<file path="src/rtl/bus_arbiter_if.sv">
// Bus arbiter interface: two requester ports plus the shared downstream bus.
// master = arbiter view, slave = requesters/bus environment view.
interface bus_arbiter_if #(
  parameter int unsigned ADDR_W = 32,
  parameter int unsigned DATA_W = 32
);
  logic              m0_req;
  logic              m1_req;
  logic              m0_mode;
  logic              m1_mode;
  logic [ADDR_W-1:0] m0_addr;
  logic [ADDR_W-1:0] m1_addr;
  logic [DATA_W-1:0] m0_wdata;
  logic [DATA_W-1:0] m1_wdata;
  logic              m0_gnt;
  logic              m1_gnt;
  logic              m0_done;
  logic              m1_done;
  logic [DATA_W-1:0] m_rdata;
  logic              bus_start_transaction;
  logic              bus_mode;
  logic [ADDR_W-1:0] bus_addr;
  logic [DATA_W-1:0] bus_wdata;
  logic [DATA_W-1:0] bus_rdata;
  logic              bus_rdata_valid;
  logic              bus_write_done;
  logic              owner;
  logic              busy;
  logic              timeout_err;

  modport master (
    input  m0_req, m1_req, m0_mode, m1_mode, m0_addr, m1_addr, m0_wdata, m1_wdata,
    input  bus_rdata, bus_rdata_valid, bus_write_done,
    output m0_gnt, m1_gnt, m0_done, m1_done, m_rdata,
    output bus_start_transaction, bus_mode, bus_addr, bus_wdata,
    output owner, busy, timeout_err
  );

  modport slave (
    output m0_req, m1_req, m0_mode, m1_mode, m0_addr, m1_addr, m0_wdata, m1_wdata,
    output bus_rdata, bus_rdata_valid, bus_write_done,
    input  m0_gnt, m1_gnt, m0_done, m1_done, m_rdata,
    input  bus_start_transaction, bus_mode, bus_addr, bus_wdata,
    input  owner, busy, timeout_err
  );
endinterface

</file>
<file path="src/rtl/bus_arbiter.sv">
// Two-requester round-robin bus arbiter with IDLE/ISSUE/WAIT transaction FSM.
// Optional WAIT-state timeout enabled by defining BUS_ARB_TIMEOUT_EN.
module bus_arbiter #(
  parameter int unsigned ADDR_W  = 32,
  parameter int unsigned DATA_W  = 32,
  parameter int unsigned TIMEOUT = 255
) (
  input  logic          clk,
  input  logic          rst,
  bus_arbiter_if.master bif
);

  typedef enum logic [1:0] {
    IDLE  = 2'd0,
    ISSUE = 2'd1,
    WAIT  = 2'd2
  } state_e;

  state_e            state_q, state_d;
  logic              owner_q, owner_d;
  logic              prio_q, prio_d;   // 1: m1 wins a tie
  logic              mode_q, mode_d;
  logic [ADDR_W-1:0] addr_q, addr_d;
  logic [DATA_W-1:0] wdata_q, wdata_d;

  logic              winner_c;
  logic              complete_c;
  logic              timeout_c;
  logic              done_c;

`ifdef BUS_ARB_TIMEOUT_EN
  // Counter holds 0..TIMEOUT-1 WAIT cycles
  localparam int unsigned CNT_W = (TIMEOUT < 2) ? 1 : $clog2(TIMEOUT);
  logic [CNT_W-1:0]  cnt_q, cnt_d;
  logic              terr_q, terr_d;
`endif

  // State and latched transaction registers
  always_ff @(posedge clk) begin
    if (rst) begin
      state_q <= IDLE;
      owner_q <= 1'b0;
      prio_q  <= 1'b0;
      mode_q  <= 1'b0;
      addr_q  <= '0;
      wdata_q <= '0;
`ifdef BUS_ARB_TIMEOUT_EN
      cnt_q   <= '0;
      terr_q  <= 1'b0;
`endif
    end else begin
      state_q <= state_d;
      owner_q <= owner_d;
      prio_q  <= prio_d;
      mode_q  <= mode_d;
      addr_q  <= addr_d;
      wdata_q <= wdata_d;
`ifdef BUS_ARB_TIMEOUT_EN
      cnt_q   <= cnt_d;
      terr_q  <= terr_d;
`endif
    end
  end

  // Arbitration, next-state and completion decode
  always_comb begin
    state_d    = state_q;
    owner_d    = owner_q;
    prio_d     = prio_q;
    mode_d     = mode_q;
    addr_d     = addr_q;
    wdata_d    = wdata_q;
    complete_c = 1'b0;
    timeout_c  = 1'b0;
`ifdef BUS_ARB_TIMEOUT_EN
    cnt_d      = cnt_q;
    terr_d     = terr_q;
`endif
    winner_c   = (bif.m0_req && bif.m1_req) ? prio_q : bif.m1_req;

    case (state_q)
      IDLE: begin
        if (bif.m0_req || bif.m1_req) begin
          owner_d = winner_c;
          prio_d  = ~winner_c;
          mode_d  = winner_c ? bif.m1_mode  : bif.m0_mode;
          addr_d  = winner_c ? bif.m1_addr  : bif.m0_addr;
          wdata_d = winner_c ? bif.m1_wdata : bif.m0_wdata;
          state_d = ISSUE;
        end
      end
      ISSUE: begin
        state_d = WAIT;
`ifdef BUS_ARB_TIMEOUT_EN
        cnt_d   = '0;
`endif
      end
      WAIT: begin
        // Only the completion matching the latched mode counts
        complete_c = mode_q ? bif.bus_write_done : bif.bus_rdata_valid;
        if (complete_c) begin
          state_d = IDLE;
        end
`ifdef BUS_ARB_TIMEOUT_EN
        else if (cnt_q == CNT_W'(TIMEOUT - 1)) begin
          timeout_c = 1'b1;
          terr_d    = 1'b1;
          state_d   = IDLE;
        end else begin
          cnt_d = cnt_q + CNT_W'(1);
        end
`endif
      end
      default: state_d = IDLE;
    endcase

    // A completion arriving together with reset is dropped
    done_c = (complete_c || timeout_c) && !rst;
  end

  assign bif.m0_gnt                = (state_q != IDLE) && !owner_q;
  assign bif.m1_gnt                = (state_q != IDLE) &&  owner_q;
  assign bif.m0_done               = done_c && !owner_q;
  assign bif.m1_done               = done_c &&  owner_q;
  assign bif.m_rdata               = (complete_c && !rst) ? bif.bus_rdata : '0;
  assign bif.bus_start_transaction = (state_q == ISSUE);
  assign bif.bus_mode              = mode_q;
  assign bif.bus_addr              = addr_q;
  assign bif.bus_wdata             = wdata_q;
  assign bif.owner                 = owner_q;
  assign bif.busy                  = (state_q != IDLE);
`ifdef BUS_ARB_TIMEOUT_EN
  assign bif.timeout_err           = terr_q;
`else
  // Timeout logic compiled out; flag permanently clear
  assign bif.timeout_err           = 1'b0 & (TIMEOUT != 0);
`endif

endmodule
</file>
<file path="src/flat_wrapper.sv">
// flat-port wrapper written by rule: the top's interface ports become plain ports
module bus_arbiter_flat 
#(
  parameter int unsigned ADDR_W  = 32,
  parameter int unsigned DATA_W  = 32,
  parameter int unsigned TIMEOUT = 255
)
  (clk, rst, bif_m0_req, bif_m1_req, bif_m0_mode, bif_m1_mode, bif_m0_addr, bif_m1_addr, bif_m0_wdata, bif_m1_wdata, bif_bus_rdata, bif_bus_rdata_valid, bif_bus_write_done, bif_m0_gnt, bif_m1_gnt, bif_m0_done, bif_m1_done, bif_m_rdata, bif_bus_start_transaction, bif_bus_mode, bif_bus_addr, bif_bus_wdata, bif_owner, bif_busy, bif_timeout_err);
  bus_arbiter_if #(.ADDR_W(ADDR_W), .DATA_W(DATA_W)) bif_i ();
  input  logic clk;
  input  logic rst;
  input wire logic [$bits(bif_i.m0_req)-1:0] bif_m0_req;
  input wire logic [$bits(bif_i.m1_req)-1:0] bif_m1_req;
  input wire logic [$bits(bif_i.m0_mode)-1:0] bif_m0_mode;
  input wire logic [$bits(bif_i.m1_mode)-1:0] bif_m1_mode;
  input wire logic [$bits(bif_i.m0_addr)-1:0] bif_m0_addr;
  input wire logic [$bits(bif_i.m1_addr)-1:0] bif_m1_addr;
  input wire logic [$bits(bif_i.m0_wdata)-1:0] bif_m0_wdata;
  input wire logic [$bits(bif_i.m1_wdata)-1:0] bif_m1_wdata;
  input wire logic [$bits(bif_i.bus_rdata)-1:0] bif_bus_rdata;
  input wire logic [$bits(bif_i.bus_rdata_valid)-1:0] bif_bus_rdata_valid;
  input wire logic [$bits(bif_i.bus_write_done)-1:0] bif_bus_write_done;
  output wire logic [$bits(bif_i.m0_gnt)-1:0] bif_m0_gnt;
  output wire logic [$bits(bif_i.m1_gnt)-1:0] bif_m1_gnt;
  output wire logic [$bits(bif_i.m0_done)-1:0] bif_m0_done;
  output wire logic [$bits(bif_i.m1_done)-1:0] bif_m1_done;
  output wire logic [$bits(bif_i.m_rdata)-1:0] bif_m_rdata;
  output wire logic [$bits(bif_i.bus_start_transaction)-1:0] bif_bus_start_transaction;
  output wire logic [$bits(bif_i.bus_mode)-1:0] bif_bus_mode;
  output wire logic [$bits(bif_i.bus_addr)-1:0] bif_bus_addr;
  output wire logic [$bits(bif_i.bus_wdata)-1:0] bif_bus_wdata;
  output wire logic [$bits(bif_i.owner)-1:0] bif_owner;
  output wire logic [$bits(bif_i.busy)-1:0] bif_busy;
  output wire logic [$bits(bif_i.timeout_err)-1:0] bif_timeout_err;
  assign bif_i.m0_req = bif_m0_req;
  assign bif_i.m1_req = bif_m1_req;
  assign bif_i.m0_mode = bif_m0_mode;
  assign bif_i.m1_mode = bif_m1_mode;
  assign bif_i.m0_addr = bif_m0_addr;
  assign bif_i.m1_addr = bif_m1_addr;
  assign bif_i.m0_wdata = bif_m0_wdata;
  assign bif_i.m1_wdata = bif_m1_wdata;
  assign bif_i.bus_rdata = bif_bus_rdata;
  assign bif_i.bus_rdata_valid = bif_bus_rdata_valid;
  assign bif_i.bus_write_done = bif_bus_write_done;
  assign bif_m0_gnt = bif_i.m0_gnt;
  assign bif_m1_gnt = bif_i.m1_gnt;
  assign bif_m0_done = bif_i.m0_done;
  assign bif_m1_done = bif_i.m1_done;
  assign bif_m_rdata = bif_i.m_rdata;
  assign bif_bus_start_transaction = bif_i.bus_start_transaction;
  assign bif_bus_mode = bif_i.bus_mode;
  assign bif_bus_addr = bif_i.bus_addr;
  assign bif_bus_wdata = bif_i.bus_wdata;
  assign bif_owner = bif_i.owner;
  assign bif_busy = bif_i.busy;
  assign bif_timeout_err = bif_i.timeout_err;
  bus_arbiter #(.ADDR_W(ADDR_W), .DATA_W(DATA_W), .TIMEOUT(TIMEOUT)) u_core (.clk(clk), .rst(rst), .bif(bif_i));
endmodule
</file>
<file path="config.mk">
export PLATFORM = sky130hd
export DESIGN_NAME = bus_arbiter_flat
export DESIGN_NICKNAME = d
export VERILOG_FILES = /design/src/rtl/bus_arbiter_if.sv /design/src/rtl/bus_arbiter.sv /design/src/flat_wrapper.sv
export SDC_FILE = /design/constraint.sdc
export NUM_CORES = 1
export LEC_CHECK = 0
export ABC_AREA = 1
export CAP_MARGIN = 20
export CORE_ASPECT_RATIO = 1.75
export CORE_MARGIN = 2
export CORE_UTILIZATION = 36
export DETAILED_ROUTE_END_ITERATION = 10
export GPL_TIMING_DRIVEN = 0
export HOLD_SLACK_MARGIN = 0.12
export PLACE_DENSITY = 0.83
export SYNTH_ARGS = -nofsm -noshare
export SYNTH_HDL_FRONTEND = slang
export SYNTH_SLANG_ARGS = --single-unit
</file>
<file path="constraint.sdc">
create_clock -name clk -period 1.8 [get_ports clk]
set_clock_uncertainty 0.1 [all_clocks]
set_input_delay 0.36 -clock clk [delete_from_list [all_inputs] [get_ports clk]]
set_output_delay 0.36 -clock clk [all_outputs]
set_load 0.05 [all_outputs]
</file>
Word-level counts from Yosys, hierarchy flattened. Index checks and enable logic that the tools add are counted.

Register bits after elaboration: 69. Input port bits: 168.

Bitwise gates (word level): 1. Equal/unequal tests: 4. Reduce and logical (&&, ||, !) cells: 13. Multiplexer cells: 10.

Operators by type and width (number): $mux W32 (3); $logic_and A1 B1 Y1 (6); $pmux W2 S3 (1); $mux W1 (4); $mux W2 (2); $ne A2 B1 Y1 const B (2); $reduce_and A2 Y1 (2); $eq A2 B1 Y1 const B (1); $eq A2 B2 Y1 const B (1); $logic_not A1 Y1 (2); $logic_not A2 Y1 (1); $reduce_bool A2 Y1 (1); $logic_or A1 B1 Y1 (1); $not A1 Y1 (1).

Longest topological paths before layout. Gate-level depths: netlist (run 1).

Depth in word-level cells: 4. Depth in mapped cells: 9. Mapped depth without buffers: 7.

Worst setup path after synthesis (run 1). No wires, ideal clock.

Path kind: register -> output. Start: register u_core.mode_q, in the netlist u_core.bif.bus_mode. End: output bif_m_rdata[10]. Arrival: 1.914 ns. Path slack: -0.574 ns. Stages on the path, launching flop included: 6. Path buffers: 1. Data required time: 1.340 ns. Cell sequence: dfxtp_1 > o21ai_1 > nor3_1 > nand2_1 > buf_2 > nor2_1.

Word-level cells in the longest chain between the ends: 4.

RTL lines: start, declared (line bus_arbiter.sv:22) `logic mode_q, mode_d;`; start signal, assigned (line bus_arbiter.sv:55) `mode_q <= mode_d;`; $mux W1 (line bus_arbiter.sv:100) `complete_c = mode_q ? bif.bus_write_done : bif.bus_rdata_valid;`; $mux W1 (line bus_arbiter.sv:81) `case (state_q)`; $logic_and A1 B1 Y1 (line bus_arbiter.sv:125) `assign bif.m_rdata = (complete_c && !rst) ? bif.bus_rdata : '0;`; $mux W32 (line bus_arbiter.sv:125); end, declared (line flat_wrapper.sv:27) `output wire logic [$bits(bif_i.m_rdata)-1:0] bif_m_rdata;`.

No other way between the ends.

Worst setup path in the final report (run 1).
Start: register u_core.mode_q, in the netlist u_core.bif.bus_mode. End: output bif_m_rdata[13].

Same word-level chain as after synthesis.

==> impl_metrics.toml, run 1 <==
[power_and_ir_drop]
worst_ir_drop_vdd_v = 0.0005757
power_density_nw_per_um2 = 790.6
total_leakage_power_nw = 3.915

[place]
count_of_input_and_output_buffers = 270
numPlacedInstances = 1010
hpwlAfterDp_um = 12950
gp_congestion = 0.9052
placement.setup.worst_slack_ps = -1172

[drt]
drc = 0
drt_iter0_markers = 387
drt-vias-per-instance = 4.996
totalWireLength_um = 17730
total_via_count_in_the_routed_design = 5176
ant_nets = 0
detail_route.first_pass.iterations = 5
wl_per_cell_um = 17.12

[grt]
number_of_antenna_violations_at_the_first_check_in_global_routing = 1
grt.met2_usage = 0.5310
grt_max_degree = 13
groute.layer.met3.usage = 0.06489
gr-max-usage-layer = "met2"
via_count_of_the_first_global_routing_pass = 5012
globalRouteMet1Util = 0.2832
track_usage = 0.2842
grt-ovfl-total = 0
grt_first_pass_wirelength_um = 25320

[synth]
ys_seq_elements = 69
synth_compound_area_frac = 0.007410
synthesis.area_per_instance_sq_um = 6.367
netlist_area_sq_um = 3884
net_count_synth = 778
yosys.cell_types.count = 17
post_synth_xor_area_fraction = 0
synth_top_family_by_area = "simple AND/OR/NAND/NOR gates"
synthCells = 610
synth_adder_area_share = 0
yosys.area_share.simple = 0.4504
post_synth_mux_area_share = 0
synthesis.yosys.warnings = 0
seq_area_frac_synth = 0.3557

[timing]
worst_pin_slew_ps = 625.3
timing.final.hold_violations = 0
worst_relative_slew_slack = 0.5832
hold-worst-slack_ps = 325.4
min_period_over_period = 1.179
slew_violations = 0
min_period_ps = 2123
post-route-worst-setup-slack_ps = -322.5
setup_tns_ps = -9331
clock.fmax_mhz = 471.1
setup_violations = 34
rsz0062_at_grt = "true"

[worst_setup_path]
worst_path_dominant_cell_family = "buffers and inverters"
start_kind = "flop"
critPathMaxFanout = 5
arr_time_crit_path_ps = 1660
cell_by_cell_listing_of_the_critical_path = "nand2_4 > o21ai_4 > nor3_4 > nand2_4 > buf_12 > buf_12 > nor2_4 > buf_6"
critPathKind = "reg -> out"
crit_slowest_cell = "dfxtp_4"
critPathMaxStageDelay_ps = 370
worst-endpoint-required_ps = 1340
setup.worst_path.end_class = "output port"
crit_buf_inv = 3

[clock_tree]
clk_path_buf_depth = 2
postCtsHoldBufs = 0
clock_sinks = 69
ctsHtreeMaxLevel = 3
total_cts_buffers = 9
clk_pin_slew_ps = 50
cts_tree = "yes"
worstSkewPairLatency_ps = 330
cts-root-buf = "clkbuf_16"

[floorplan]
core-area_sq_um = 10640
die_y_um = 141.4
initial_utilization = 0.3652
io_pins = 273
die_area_sq_um = 11670
num_rows = 50
die_wd_um = 82.52

[run]
timing.max_cap.violations = 0

[min_path]
timing.hold.worst.class = "in -> reg"

[final_layout]
fin_cells = 1036
area_growth_pct = 94.94
finish.utilization = 0.7119
design.final.nets = 1068
n_fill_cell = 909
drive_above_1_share = 0.1680

[status]
violations = "setup timing"
status = "finished, violations left"
worst reg2reg max path, stage by stage, from the launching register on:
cell and delay (ps):
dfxtp_4 360, nor2_4 130, buf_4 160, o21ai_2 100, buf_6 170, buf_6 150, nand2_1 60, nand3_1 90
nand2_1 70, inv_1 40
metal layers:
layer  wire length [um]  share of wire
met3               1490          0.084
met5                  0              0
met2               9630           0.54
met1               5935           0.33
met4                676          0.038
metrics by stage:
step / power, mW / instance area [sq um]
floorplan: 3.198 / 4167
global placement: 4.119 / 7032
detailed placement: 4.143 / 7032
CTS: 5.964 / 7447
global route: 6.233 / 7571
finish: 5.985 / 7571
power by group:
| part | switching [mW] | leakage (nW) | total [mW] | internal [mW] |
|---|---|---|---|---|
| registers | 0.0881 | 0.571 | 1.78 | 1.69 |
| logic | 1.44 | 3.19 | 2.32 | 0.875 |
| clock network | 0.680 | 0.149 | 1.89 | 1.21 |
| total | 2.21 | 3.91 | 5.99 | 3.78 |
Yosys cell counts:
| library cell | n | area [sq um] |
|---|---|---|
| o21ai_1 | 1 | 5.000 |
| nor2_2 | 2 | 12.51 |
| clkbuf_1 | 14 | 52.55 |
| conb_1 | 1 | 3.750 |
| buf_1 | 1 | 3.750 |
| o21ai_2 | 1 | 8.760 |
| buf_4 | 4 | 30.03 |
| nand2_1 | 138 | 518.0 |
| nor3_1 | 1 | 5.000 |
| buf_2 | 24 | 120.1 |
| inv_1 | 104 | 390.4 |
| buf_6 | 11 | 123.9 |
| nor2_1 | 39 | 146.4 |
| a21oi_1 | 3 | 15.01 |
| nand3_1 | 132 | 660.6 |
| dfxtp_1 | 69 | 1381 |
| nand4_1 | 65 | 406.6 |
worst paths after layout:
check / start / end / slack [ps] / cells after the start
max: u_core.bif.bus_mode / bif_m_rdata[13] / -320 / 8
min: rst / u_core.state_q[1] / 330 / 2
max reg2reg: u_core.state_q[1] / u_core.bif.bus_addr[26] / 280 / 9
min reg2reg: u_core.prio_q / u_core.prio_q / 390 / 2
what timing repair did:
action,CTS,global route
buffers inserted,4,5
cloned,2,0
pin swaps,6,8
resized for setup,346,34
hold endpoints to repair,0,0
endpoints found under the setup margin,128,47
placed cells by master (no fill, tap or decap), drive strengths merged, types with 2 or more instances in the layout:
| master | count |
|---|---|
| nand2 | 138 |
| a21oi | 3 |
| clkinvlp | 2 |
| buf | 79 |
| dlygate4sd2 | 68 |
| clkbuf | 31 |
| inv | 105 |
| dfxtp | 69 |
| nand3 | 132 |
| nand4 | 65 |
| bufinv | 2 |
| nor2 | 41 |
| clkdlybuf4s50 | 163 |
| o21ai | 2 |
area by class of cell:
cell class,count,area [sq um],area share
inverter,104,390.4,0.05156
sequential,69,1393,0.1839
multi-input combinational,383,2090,0.2760
timing repair buffer,281,2856,0.3773
clock inverter,6,86.33,0.01140
antenna,1,2.502,0.0003305
buffer,52,361.6,0.04776
clock buffer,10,229.0,0.03024
tap,130,162.7,0.02148
kinds of logic after synthesis:
kind of cell | after synthesis
other cells | 1
flops | 69
compound gates | 5
simple gates | 377
buf+inv | 158
state kept, by name (all words and copies together), names as in the netlist:
signal and cells:
u_core.bif.bus_wdata 32, u_core.bif.bus_mode 1, u_core.bif.owner 1, u_core.bif.bus_addr 32, u_core.prio_q 1, u_core.state_q 2
Note: power is estimated with default switching activity, not from simulation.
==> run 2: changes to the inputs <==
--- a/config.mk
+++ b/config.mk
@@ -13,7 +13,7 @@
 export DETAILED_ROUTE_END_ITERATION = 10
 export GPL_TIMING_DRIVEN = 0
 export HOLD_SLACK_MARGIN = 0.12
-export PLACE_DENSITY = 0.83
+export PLACE_DENSITY = 0.9
 export SYNTH_ARGS = -nofsm -noshare
 export SYNTH_HDL_FRONTEND = slang
 export SYNTH_SLANG_ARGS = --single-unit
==> impl_metrics.toml, run 2 (synthesized netlist as in run 1, its figures left out) <==
[grt]
grt_first_pass_wirelength_um = 24850
grt.met2_usage = 0.5246
grt_max_degree = 13
globalRouteMet1Util = 0.2820
track_usage = 0.2791
gr-max-usage-layer = "met2"
groute.layer.met3.usage = 0.06807
number_of_antenna_violations_at_the_first_check_in_global_routing = 0
grt-ovfl-total = 0
via_count_of_the_first_global_routing_pass = 4998

[final_layout]
design.final.nets = 1070
mostFrequentLayoutCell = "clkdlybuf4s50_1"
n_fill_cell = 843
insertedDiodeCount = 0
area_growth_pct = 94.68
drive_above_1_share = 0.1720
layout_common_cells = "163 x clkdlybuf4s50_1, 135 x nand2_1, 132 x nand3_1"

[min_path]
timing.hold.worst.class = "in -> reg"

[place]
hpwlAfterDp_um = 12800
gp_congestion = 0.9149
placement.setup.worst_slack_ps = -1204
count_of_input_and_output_buffers = 270

[power_and_ir_drop]
pwr-share-seq = 0.308
total_leakage_power_nw = 3.914
power.clock.fraction = 0.289
switching_power_mw = 2.200
p_int_mw = 3.578
share_comb_of_total_power = 0.403
power_density_nw_per_um2 = 764.1
worst_ir_drop_vdd_v = 0.0005967
switching_share = 0.3808
totalPowerFinal_mw = 5.777

[clock_tree]
clk_path_buf_depth = 2
postCtsHoldBufs = 0
total_cts_buffers = 9
worstSkewPairLatency_ps = 320
cts-root-buf = "clkbuf_16"
cts_tree = "yes"
clk_pin_slew_ps = 60
clock_sinks = 69
ctsHtreeMaxLevel = 3

[floorplan]
core-area_sq_um = 10640
io_pins = 273
num_rows = 50
die_area_sq_um = 11670
die_wd_um = 82.52
initial_utilization = 0.3652
die_y_um = 141.4

[timing]
timing.final.hold_violations = 0
slew_violations = 0
worst_pin_slew_ps = 642.0
min_period_ps = 2115
setup_violations = 34
post-route-worst-setup-slack_ps = -314.5
clock.fmax_mhz = 472.9
rsz0062_at_grt = "true"
min_period_over_period = 1.175
worst_relative_slew_slack = 0.5720

[status]
status = "finished, violations left"
violations = "setup timing"

[worst_setup_path]
arr_time_crit_path_ps = 1650
critPathKind = "reg -> out"
start_kind = "flop"
critPathMaxFanout = 5
worst-endpoint-required_ps = 1340
setup.worst_path.end_class = "output port"

[drt]
drt-vias-per-instance = 5.070
total_via_count_in_the_routed_design = 5258
wl_per_cell_um = 17.10
detail_route.first_pass.iterations = 5
drc = 0
drt_iter0_markers = 254
ant_nets = 0
totalWireLength_um = 17730

[run]
timing.max_cap.violations = 0
## run 2: cell count changes in the layout (fill, tap and decap cells not counted), moves of 2 or more
cell / before / now
bufinv_16: 2 / 0
dlygate4sd2_1: 68 / 66
clkbuf_16: 9 / 12
buf_6: 33 / 37
buf_4: 11 / 9
buf_2: 15 / 17
## run 2: power by group through the flow
stage / sequential [mW] / combinational (mW) / clock (mW)
after global routing: 1.80 / 2.48 / 1.78
final: 1.78 / 2.33 / 1.67
after detailed placement: 1.81 / 2.34 / 0
after floorplan: 2.33 / 0.866 / 0
after global placement: 1.80 / 2.32 / 0
after CTS: 1.77 / 2.28 / 1.70
## run 2: layer usage
metal,routed length [um],vias to the layer above,part of all wire
li1,-,2540,-
met1,6068,2408,0.34
met2,9573,263,0.54
met3,1439,47,0.081
met4,647,0,0.036
met5,0,-,0
## run 2: final cells by class
cell class	count	area, sq um	area share
timing repair buffer	283	2873	0.3799
tap	130	162.7	0.02151
inverter	104	392.9	0.05196
multi-input combinational	383	2087	0.2760
clock inverter	5	33.78	0.004468
buffer	52	367.9	0.04865
sequential	69	1390	0.1838
clock buffer	11	254.0	0.03359
## run 2: critical path, stage by stage, from the launching register on
cell and delay [ps]:
dfxtp_4 360, nand2_4 60, o21ai_4 60, nor3_4 160
nand2_4 120, buf_12 160, clkbuf_16 160, nor2_4 80
buf_6 160
## run 2: worst paths after layout
check	startpoint	endpoint	slack [ps]	cells after the start
setup / recovery	u_core.bif.bus_mode	bif_m_rdata[16]	-310	8
hold reg to reg	u_core.prio_q	u_core.prio_q	380	2
setup reg to reg	u_core.state_q[0]	u_core.bif.bus_addr[27]	130	9
hold / removal	rst	u_core.state_q[1]	250	2
## run 2: timing repair
item / in CTS / in global routing
gates resized for setup: 342 / 49
pin swaps: 8 / 6
buffers inserted: 8 / 3
endpoints found under the setup margin: 144 / 82
cloned: 1 / 2
## run 2: stage by stage
stage / cells / instance area, sq um / hold WS [ps] / util / TNS [ps]
floorplan: 610 / 4167 / 329.1 / - / 0
global placement: 1010 / 7032 / 349.4 / 0.6612 / -58040
detailed placement: 1010 / 7032 / 375.8 / 0.6612 / -60170
CTS: 1034 / 7413 / 362.5 / 0.6971 / -11950
global route: 1037 / 7561 / 260.4 / 0.7109 / -10590
finish: 1037 / 7561 / 251.5 / 0.7109 / -8849
==> run 3: changes to the inputs <==
--- a/config.mk
+++ b/config.mk
@@ -7,7 +7,6 @@
 export LEC_CHECK = 0
 export ABC_AREA = 1
 export CAP_MARGIN = 20
-export CORE_ASPECT_RATIO = 1.75
 export CORE_MARGIN = 2
 export CORE_UTILIZATION = 36
 export DETAILED_ROUTE_END_ITERATION = 10
==> impl_metrics.toml, run 3 (synthesized netlist as in run 1, its figures left out) <==
[worst_setup_path]
regToRegSetupSlack_ps = 250
reg2reg_to = "u_core.bif.bus_addr[19]"
critPathKind = "reg -> out"
worst-endpoint-required_ps = 1340
timing.reg2reg.worst_path_depth = 8
critPathMaxStageDelay_ps = 370
arr_time_crit_path_ps = 1730
critPathMostFrequentCell = "nand2_4"
setup.worst_path.end_class = "output port"
start_kind = "flop"
critical_path.reg2reg.startpoint = "u_core.prio_q"
crit_slowest_cell = "dfxtp_4"
cell_by_cell_listing_of_the_critical_path = "nand2_4 > o21ai_4 > nor3_4 > nand2_4 > buf_12 > buf_16 > nor2_4 > buf_8"
critPathMaxFanout = 7

[power_and_ir_drop]
power_density_nw_per_um2 = 729.3
pwr-share-seq = 0.322
share_comb_of_total_power = 0.418
switching_share = 0.3891
switching_power_mw = 2.144
total_leakage_power_nw = 3.910
worst_ir_drop_vdd_v = 0.0005833
p_int_mw = 3.367
power.clock.fraction = 0.260

[drt]
drt-vias-per-instance = 4.983
drt_iter0_markers = 360
wl_per_cell_um = 15.85
ant_nets = 0
drc = 0
detail_route.first_pass.iterations = 6
total_via_count_in_the_routed_design = 5207
totalWireLength_um = 16560

[final_layout]
multi_input_comb_area_sq_um = 2090
finish.utilization = 0.7255
n_fill_cell = 785
drive_above_1_share = 0.1749
design.final.nets = 1072
insertedDiodeCount = 0
layout_common_cells = "164 x clkdlybuf4s50_1, 136 x nand2_1, 132 x nand3_1"
ff_latch_area_sq_um = 1393
mostFrequentLayoutCell = "clkdlybuf4s50_1"
area_growth_pct = 94.59

[min_path]
hold_end = "u_core.prio_q"
timing.hold.worst.class = "reg -> reg"
holdCritStartpoint = "u_core.prio_q"
min_delay_path_depth = 2

[timing]
clock.fmax_mhz = 457.5
slew_violations = 0
post-route-worst-setup-slack_ps = -385.8
timing.final.hold_violations = 0
worst_relative_slew_slack = 0.5612
setup_violations = 34
min_period_over_period = 1.214
rsz0062_at_grt = "true"
setup_tns_ps = -11960
worst_pin_slew_ps = 658.3
min_period_ps = 2186

[status]
status = "finished, violations left"
violations = "setup timing"

[clock_tree]
worstSkewPairLatency_ps = 340
clk_path_buf_depth = 2
cts_tree = "yes"
clock_sinks = 69
postCtsHoldBufs = 0
total_cts_buffers = 9
cts-root-buf = "clkbuf_8"
clk_pin_slew_ps = 80
ctsHtreeMaxLevel = 3

[place]
count_of_input_and_output_buffers = 270
placement.setup.worst_slack_ps = -1129
gp_congestion = 0.8223
hpwlAfterDp_um = 11920

[grt]
grt-ovfl-total = 0
track_usage = 0.2691
grt_max_degree = 13
grt_first_pass_wirelength_um = 24700
number_of_antenna_violations_at_the_first_check_in_global_routing = 0
via_count_of_the_first_global_routing_pass = 4911

[floorplan]
die_y_um = 107.9
die_wd_um = 107.9
initial_utilization = 0.3729
num_rows = 37
io_pins = 273
core-area_sq_um = 10420
die_area_sq_um = 11630

[run]
timing.max_cap.violations = 0
## run 3: changes by cell type in the layout (fill, tap and decap cells not counted), moves of 4 or more
cell and change:
buf_2 +5, buf_6 -10, buf_8 +6, clkbuf_1 -4, clkbuf_16 -10, clkbuf_4 -4, clkbuf_8 +11
## run 3: layout make-up
type / instances / share of cell area
clock inverters: 4 / 0.006954
repair buffers: 284 / 0.3834
inverters: 104 / 0.05166
clock buffers: 12 / 0.02334
well taps: 136 / 0.02252
multi-input cells: 383 / 0.2765
flip-flops and latches: 69 / 0.1843
plain buffers: 53 / 0.05132
## run 3: stage by stage
step / hold slack (ps) / cell area, sq um / power [mW] / std cells
after floorplan: 329.1 / 4167 / 3.198 / 610
after detailed placement: 362.6 / 7039 / 4.134 / 1016
after global placement: 354.9 / 7039 / 4.109 / 1016
final: 388.9 / 7557 / 5.511 / 1045
after CTS: 376.1 / 7450 / 5.499 / 1043
after global routing: 400.5 / 7557 / 5.760 / 1045
## run 3: layer usage
layer,routed length [um],global-route usage,share of wire,vias up
li1,-,-,-,2543
met1,6100,0.2986,0.37,2373
met2,8467,0.4883,0.51,253
met3,1564,0.08111,0.094,38
met4,431,0.08516,0.026,0
met5,0,0,0,-
## run 3: what timing repair did
item                       CTS  global route
cloned                       2             1
pin swaps                    3            11
setup endpoints to repair  144            70
setup buffers                9             4
gates resized for setup    349            43
## run 3: worst max path at each step
stage	from	endpoint	slack, ps
2_1_floorplan	u_core.bif.bus_mode	bif_m_rdata[11]	10
3_5_place_dp	bif_bus_write_done	bif_m_rdata[26]	-1130
5_1_grt	u_core.bif.bus_mode	bif_m_rdata[30]	-440
6_report	u_core.bif.bus_mode	bif_m_rdata[26]	-390
4_1_cts	u_core.bif.bus_mode	bif_m_rdata[21]	-360
3_3_place_gp	bif_bus_write_done	bif_m_rdata[21]	-1120
## run 3: critical path: cells and delay by family, from the launching register on
family                 cells  cell delay, ps
AOI/OAI and AO/OA          1              70
DFF                        1             370
buffers and inverters      3             460
and+or+nand+nor            4             480
## run 3: power groups by stage
stage	combinational, mW	clock [mW]	sequential [mW]
after floorplan	0.866	0	2.33
after global placement	2.30	0	1.80
after detailed placement	2.33	0	1.81
after CTS	2.28	1.44	1.77
after global routing	2.45	1.51	1.79
final	2.31	1.43	1.78
